--- src/rtl/pc_pkg.sv ---
// rtl/pc_pkg.sv - shared constants and FSM state type for the PC update stage
package pc_pkg;

  localparam int SRC_EXC  = 0;
  localparam int SRC_EPC  = 1;
  localparam int SRC_ALU  = 2;
  localparam int SRC_SHL2 = 3;

  localparam logic [31:0] EXC_VECTOR_DEF = 32'h0000_00FF;

  typedef enum logic {
    ST_RUN  = 1'b0,
    ST_TRAP = 1'b1
  } pc_state_t;

endpackage

--- src/rtl/pc_src_mux_n.sv ---
// rtl/pc_src_mux_n.sv - N-way next-PC source mux, out-of-range select falls back to the exception source
module pc_src_mux_n
  import pc_pkg::*;
#(
  parameter int WIDTH   = 32,
  parameter int NUM_SRC = 4,
  parameter int SEL_W   = $clog2(NUM_SRC)
) (
  input  logic [SEL_W-1:0]         i_sel,
  input  logic [NUM_SRC*WIDTH-1:0] i_src_bus,
  output logic [WIDTH-1:0]         o_out
);

  always_comb begin
    o_out = i_src_bus[SRC_EXC*WIDTH +: WIDTH];
    for (int k = 1; k < NUM_SRC; k++) begin
      if (i_sel == SEL_W'(k)) begin
        o_out = i_src_bus[k*WIDTH +: WIDTH];
      end
    end
  end

endmodule

--- src/rtl/pc_update_unit.sv ---
// rtl/pc_update_unit.sv - PC register with branch qualification, misaligned-target trap FSM and EPC
module pc_update_unit
  import pc_pkg::*;
#(
  parameter int               WIDTH      = 32,
  parameter int               NUM_SRC    = 4,
  parameter int               SEL_W      = $clog2(NUM_SRC),
  parameter logic [WIDTH-1:0] RESET_PC   = '0,
  parameter logic [WIDTH-1:0] EXC_VECTOR = WIDTH'(EXC_VECTOR_DEF),
  parameter int               ALIGN_BITS = 2
) (
  input  logic                     clk,
  input  logic                     reset,
  input  logic [SEL_W-1:0]         pc_src,
  input  logic [NUM_SRC*WIDTH-1:0] src_bus,
  input  logic                     pc_write,
  input  logic                     pc_write_cond,
  input  logic                     zero,
  input  logic                     branch_ne,
  output logic [WIDTH-1:0]         pc_out,
  output logic [WIDTH-1:0]         epc_out,
  output logic [WIDTH-1:0]         next_pc,
  output logic                     trap,
  output logic                     busy
);

  // A mask keeps the check well-formed when ALIGN_BITS is 0 (mask becomes all zeros).
  localparam logic [WIDTH-1:0] ALIGN_MASK = WIDTH'((64'd1 << ALIGN_BITS) - 64'd1);

  logic [WIDTH-1:0] w_next_pc;
  logic             w_take;
  logic             w_misaligned;

  pc_state_t        r_state;
  logic [WIDTH-1:0] r_pc;
  logic [WIDTH-1:0] r_epc;
  logic             r_trap;
  logic             r_busy;

  pc_src_mux_n #(
    .WIDTH   (WIDTH),
    .NUM_SRC (NUM_SRC),
    .SEL_W   (SEL_W)
  ) u_src_mux (
    .i_sel     (pc_src),
    .i_src_bus (src_bus),
    .o_out     (w_next_pc)
  );

  assign w_take       = pc_write | (pc_write_cond & (zero ^ branch_ne));
  assign w_misaligned = |(w_next_pc & ALIGN_MASK);

  always_ff @(posedge clk or posedge reset) begin
    if (reset) begin
      r_state <= ST_RUN;
      r_pc    <= RESET_PC;
      r_epc   <= '0;
      r_trap  <= 1'b0;
      r_busy  <= 1'b0;
    end else begin
      case (r_state)
        ST_RUN: begin
          r_trap <= 1'b0;
          r_busy <= 1'b0;
          if (w_take) begin
            if (w_misaligned) begin
              r_epc   <= r_pc;
              r_trap  <= 1'b1;
              r_busy  <= 1'b1;
              r_state <= ST_TRAP;
            end else begin
              r_pc <= w_next_pc;
            end
          end
        end
        // Write requests are deliberately ignored while the vector is loaded.
        ST_TRAP: begin
          r_pc    <= EXC_VECTOR;
          r_trap  <= 1'b0;
          r_busy  <= 1'b0;
          r_state <= ST_RUN;
        end
        default: begin
          r_state <= ST_RUN;
        end
      endcase
    end
  end

  assign next_pc = w_next_pc;
  assign pc_out  = r_pc;
  assign epc_out = r_epc;
  assign trap    = r_trap;
  assign busy    = r_busy;

endmodule

--- config.mk ---
export PLATFORM = sky130hd
export DESIGN_NAME = pc_update_unit
export DESIGN_NICKNAME = d
export VERILOG_FILES = /design/src/rtl/pc_pkg.sv /design/src/rtl/pc_src_mux_n.sv /design/src/rtl/pc_update_unit.sv
export SDC_FILE = /design/constraint.sdc
export NUM_CORES = 1
export LEC_CHECK = 0
export CORE_MARGIN = 2
export CORE_UTILIZATION = 37
export CTS_BUF_LIST = sky130_fd_sc_hd__clkbuf_2 sky130_fd_sc_hd__clkbuf_4 sky130_fd_sc_hd__clkbuf_8
export DETAILED_ROUTE_END_ITERATION = 8
export PLACE_DENSITY = 0.83
export SYNTH_ARGS = -nofsm -noshare
export SYNTH_HDL_FRONTEND = slang
export SYNTH_SLANG_ARGS = --single-unit
--- constraint.sdc ---
create_clock -name clk -period 2.6 [get_ports clk]
set_input_delay 0.52 -clock clk [delete_from_list [all_inputs] [get_ports clk]]
set_output_delay 0.52 -clock clk [all_outputs]
set_load 0.01 [all_outputs]
* After elaboration in Yosys (flattened, before gate mapping)
Cells that the tools add are included.
** Cells by class
- $add $sub $neg :: 0
- $mul :: 0
- Divide/modulo/power cells :: 0
- Magnitude comparators :: 0
- Equal/unequal tests :: 5
- Shifts and indexed selects :: 0
- Multiplexer cells :: 9
- Bitwise operators :: 4
- Reduce and logical (&&, ||, !) cells :: 3
** Operator list (number)
- 2-to-1 mux 32 bit :: 5
- one-hot mux 32 bit (2 select lines) :: 1
- == test 2 bit (second input constant) :: 2
- inequality test 2 bit (second input constant) :: 2
- AND reduction 3 bit :: 1
- == test 2 x 1 -> 1 bit (second input constant) :: 1
- 2-to-1 mux 1 bit :: 2
- one-hot mux 1 bit (2 select lines) :: 1
- AND reduction 2 bit :: 1
- OR reduction 2 bit :: 1
- AND 1 bit :: 1
- NOT 1 bit :: 1
- bitwise OR 1 bit :: 1
- XOR 1 bit :: 1
** Word-level totals
- Register bits :: 65
- Latch bits :: 0
- RAM bits :: 0
- Bits in read-only memories :: 0
- Input bits :: 136
- Output and inout bits :: 98
- Logic and storage cells :: 24
- Memories :: 0

* Longest topological paths before layout
- Depth in word-level cells :: 8
- Depth in mapped cells :: 6
- Depth with buffers taken out :: 4

* Cells and area by module
From an unflattened synthesis, not the netlist that was laid out.
** Second synthesis, totals
- Cells, all modules :: 223
- Area total of the unflattened synthesis :: 3350.7 µm²
** By module, submodules not included
- pc_update_unit :: times used 1, cells an instance 184, area an instance 2536.2 µm², sequential area each 1626.6 µm²
- pc_src_mux_n :: times used 1, cells an instance 39, area an instance 814.5 µm², sequential area each 0.0 µm²

* Worst setup path after synthesis
Ideal clock, no wire load.
- Path kind :: input-to-reg
- Start point :: input port pc_src[0]
- End point :: register r_epc[0], in the netlist epc_out[0]
- Arrival :: 1.986 ns
- Setup slack :: 0.489 ns
- Stages :: 6
- Buffers on the path :: 2
- Path through :: buf_2 mux4_2 nor2_4 nor3_4 buf_6 mux2_4
** Between the ends
- Word-level cells in the longest chain between the ends :: 6
- Elaborated cells between the ends (all ways) :: 8
- Classes of those cells :: eq/ne: 3; mux: 3; reduce/logical: 2
** RTL lines
- from (decl) :: line pc_update_unit.sv:14 : input logic [SEL_W-1:0] pc_src,
- == test 2 x 1 -> 1 bit :: line pc_src_mux_n.sv:17 : if (i_sel == SEL_W'(k)) begin
- 2-to-1 mux 32 bit (2 in series) :: line pc_src_mux_n.sv:17
- 2-to-1 mux 32 bit (*) :: line pc_src_mux_n.sv:17
- net next_pc[0] :: line pc_update_unit.sv:22 : output logic [WIDTH-1:0] next_pc,
- OR reduction 2 bit (*) :: line pc_update_unit.sv:51 : assign w_misaligned = |(w_next_pc & ALIGN_MASK);
- AND reduction 3 bit (no line) (*)
- to (signal assigned) :: line pc_update_unit.sv:67 : r_epc <= r_pc;
- to (decl) :: line pc_update_unit.sv:36 : logic [WIDTH-1:0] r_epc;
The timed path passes the listed nets; every way through them passes the cells marked *.
A chain may end at the register's enable or synchronous reset.

* Worst setup path in the final report
- Start point :: input port src_bus[96]
- End point :: output port next_pc[0]
** Between the ends
- Word-level cells in the longest chain between the ends :: 1
** RTL lines
- from (decl) :: line pc_update_unit.sv:15 : input logic [NUM_SRC*WIDTH-1:0] src_bus,
- 2-to-1 mux 32 bit :: line pc_src_mux_n.sv:17
- to (decl) :: line pc_update_unit.sv:22
Every way passes these cells.

==> results.yml <==
logic_synthesis:
  synth.net_count: 390
  yosys.area.top_type: "dfrtp_1"
  synth.distinct_cells: 21
  synth_async_sr_flop_share_pct: 100
  yosys_warnings: 0
  synthesis.area_um2: 3470
  synth_area_leaders: "dfrtp_1, mux4_2, mux2_4, a21oi_1, nand3_1"
  synth_edf_count: 0
  ys.flop_type: "dfrtp_1"
  synth_cells: 254
  avgSynthCellArea_um2: 13.7
  ys_ff_latch: 65
  yosysSeqAreaShare_pct: 46.8
  synth_top_area_share_pct: 46.8
critical_path:
  crit_path_frequent_cell: "clkdlybuf4s50_1"
  r2r-end: "epc_out[9]"
  r2r_slack_ns: 0.93
  r2r_cells: 4
  worstPathArrival_ns: 2.00
  worstPathMaxFanout: 3
  critPathKind: "in -> out"
  crit_path_max_incr_delay_ns: 0.55
  start_kind: "input pin"
  crit-reg2reg-launch: "busy"
  cp-end-kind: "output port"
  crit_slowest_cell: "clkdlybuf4s50_1"
  required_ns: 2.08
  crit_chain: "clkdlybuf4s50_1 -> mux4_2 -> clkdlybuf4s50_1"
cts:
  clock_path_buffers: 2
  cts_tree: "built"
  cts_buffers: 9
  postCtsHoldBufs: 0
  cts_root_buffer: "clkbuf_8"
  cts.sinks: 65
  h-tree-depth: 3
  path_clk_slew_ns: 0.07
  clock_latency_ns: 0.34
timing:
  drv_slew: 0
  hold_viol: 0
  fin_crit_ns: 2.52
  max_freq_ghz: 0.396
  tns_ns: 0
  relSlewSlack_pct: 74.1
  rsz0062_at_grt: "false"
  final.period_utilization_pct: 97.0
  worst_slew_pin_slew_ns: 0.384
  worst_slack_ns: 0.0767
  worst_clock_skew_ns: 0.00533
  setup_viol: 0
power:
  p_leak_nw: 2.55
  power-per-cell-area_nw_per_um2: 605
  p_sw_share_pct: 28.9
  worst_ir_drop_vdd_mv: 0.242
  p_int_mw: 2.72
  p_comb_share_pct: 40.2
  clkPwrFrac_pct: 24.3
  seqPwrFrac_pct: 35.4
  switchingPower_mw: 1.10
global_route:
  grt_usage_pct: 25.2
  antenna_found_initial: 0
  grt_pass1_wl_um: 19400
  grt_pass1_vias: 3555
  grt-ovfl-total: 0
  grt_max_degree: 66
final_layout:
  diodes: 0
  drive_gt1_share_pct: 22.6
  fin_nets: 639
  synthToLayoutAreaGrowth_pct: 81.9
  final_cell_area_um2: 6320
  final_core_util_pct: 69.0
  fillers: 636
floorplan:
  num_io_pins: 234
  die_w_um: 101
  rows: 35
  fp.coreArea_um2: 9150
  floorplan.initialDensity_pct: 37.9
  dieArea_um2: 10200
  die_height_um: 101
placement:
  place_area_um2: 6090
  preCtsSetupSlack_ns: -0.125
  place_hpwl_um: 10300
  gp_congestion: 0.825
  portBuffers: 233
drt:
  ant_nets: 0
  drc: 0
  vias: 3301
  routedWlPerCell_um: 20.4
  drtIter0Drc: 157
  drt_first_pass_iters: 5
  wl_um: 12600
  vias_per_cell: 5.33
hold_path:
  hp-start: "epc_out[22]"
  hold_class: "reg -> reg"
  holdPathEnd: "epc_out[22]"
  hold_depth: 1
run_status:
  status: "completed"
flow_run:
  cap_violations: 0
==> cells in the final DEF, fill, tap and decap left out, types with 3 or more instances in the layout <==
master	n
dfrtp_1	65
a21o_1	3
nor2_1	6
mux2_2	3
nor4_1	6
clkbuf_8	9
mux4_2	32
buf_4	22
buf_12	5
clkdlybuf4s50_1	230
a21oi_1	30
nand3_1	24
mux2_4	29
o21ai_0	24
clkinv_2	3
==> metrics by stage <==
stage	total power [mW]	cells	hold slack, ns
finish	3.83	619	0.508
global route	4.00	619	0.532
CTS	3.85	619	0.515
detailed placement	2.91	601	0.493
global placement	2.87	601	0.487
floorplan	1.99	254	0.537
==> worst max-delay path by stage <==
stage / from / endpoint / cells after the start
after CTS: src_bus[96] / next_pc[0] / 3
after detailed placement: pc_src[1] / next_pc[28] / 4
after global routing: pc_src[0] / next_pc[3] / 4
final: src_bus[96] / next_pc[0] / 3
after global placement: pc_src[1] / next_pc[28] / 4
after floorplan: reset / busy / 1
==> power by group through the flow <==
stage | combinational (mW) | clock [mW] | sequential, mW
2_1_floorplan | 0.556 | 0 | 1.44
3_3_place_gp | 1.51 | 0 | 1.36
3_5_place_dp | 1.54 | 0 | 1.37
4_1_cts | 1.55 | 0.947 | 1.36
5_1_grt | 1.62 | 1.00 | 1.38
6_report | 1.54 | 0.931 | 1.36
==> Yosys cell counts (3+ instances only) <==
cell type	n
nand3_1	24
a21o_1	3
clkbuf_1	13
nor2_1	6
nor4_1	6
o21ai_0	24
mux4_2	32
buf_2	7
dfrtp_1	65
mux2_2	3
a21oi_1	31
mux2_4	29
buf_6	3
==> cell families after synthesis <==
family / Yosys count / synth area share [%]
simple gates: 40 / 6.27
flops: 65 / 46.8
xor+xnor: 1 / 0.252
mux: 64 / 34.3
buf+inv: 26 / 3.82
compound gates: 58 / 8.57
==> worst max-delay path: cells and delay by family <==
kind / cells / cell delay, ns
muxes: 1 / 0.53
buffers and inverters: 2 / 0.95
==> per-layer routing <==
layer / global-route usage, % / up-vias / wire [um]
li1: - / 1472 / -
met1: 31.0 / 1642 / 4810
met2: 43.7 / 156 / 6780
met3: 4.30 / 31 / 624
met4: 10.6 / 0 / 415
met5: 0 / - / 0
==> flip-flops by register name (all words and copies together) (netlist names) <==
signal   count
epc_out     32
busy         1
pc_out      32
==> area by class of cell <==
cell class / count / area (um^2) / share of cell area [%]
flip-flops and latches: 65 / 1630 / 25.7
repair buffers: 263 / 2620 / 41.4
multi-input cells: 163 / 1720 / 27.2
clock buffers: 10 / 131 / 2.08
clock inverters: 6 / 82.6 / 1.31
well taps: 111 / 139 / 2.20
inverters: 1 / 3.75 / 0.0594
==> repair_timing <==
action | 4_1_cts | 5_1_grt
resized for setup | 4 | 0
buffers inserted | 1 | 0
setup endpoints to repair | 29 | 0
Power figures use the tool's default switching activity.
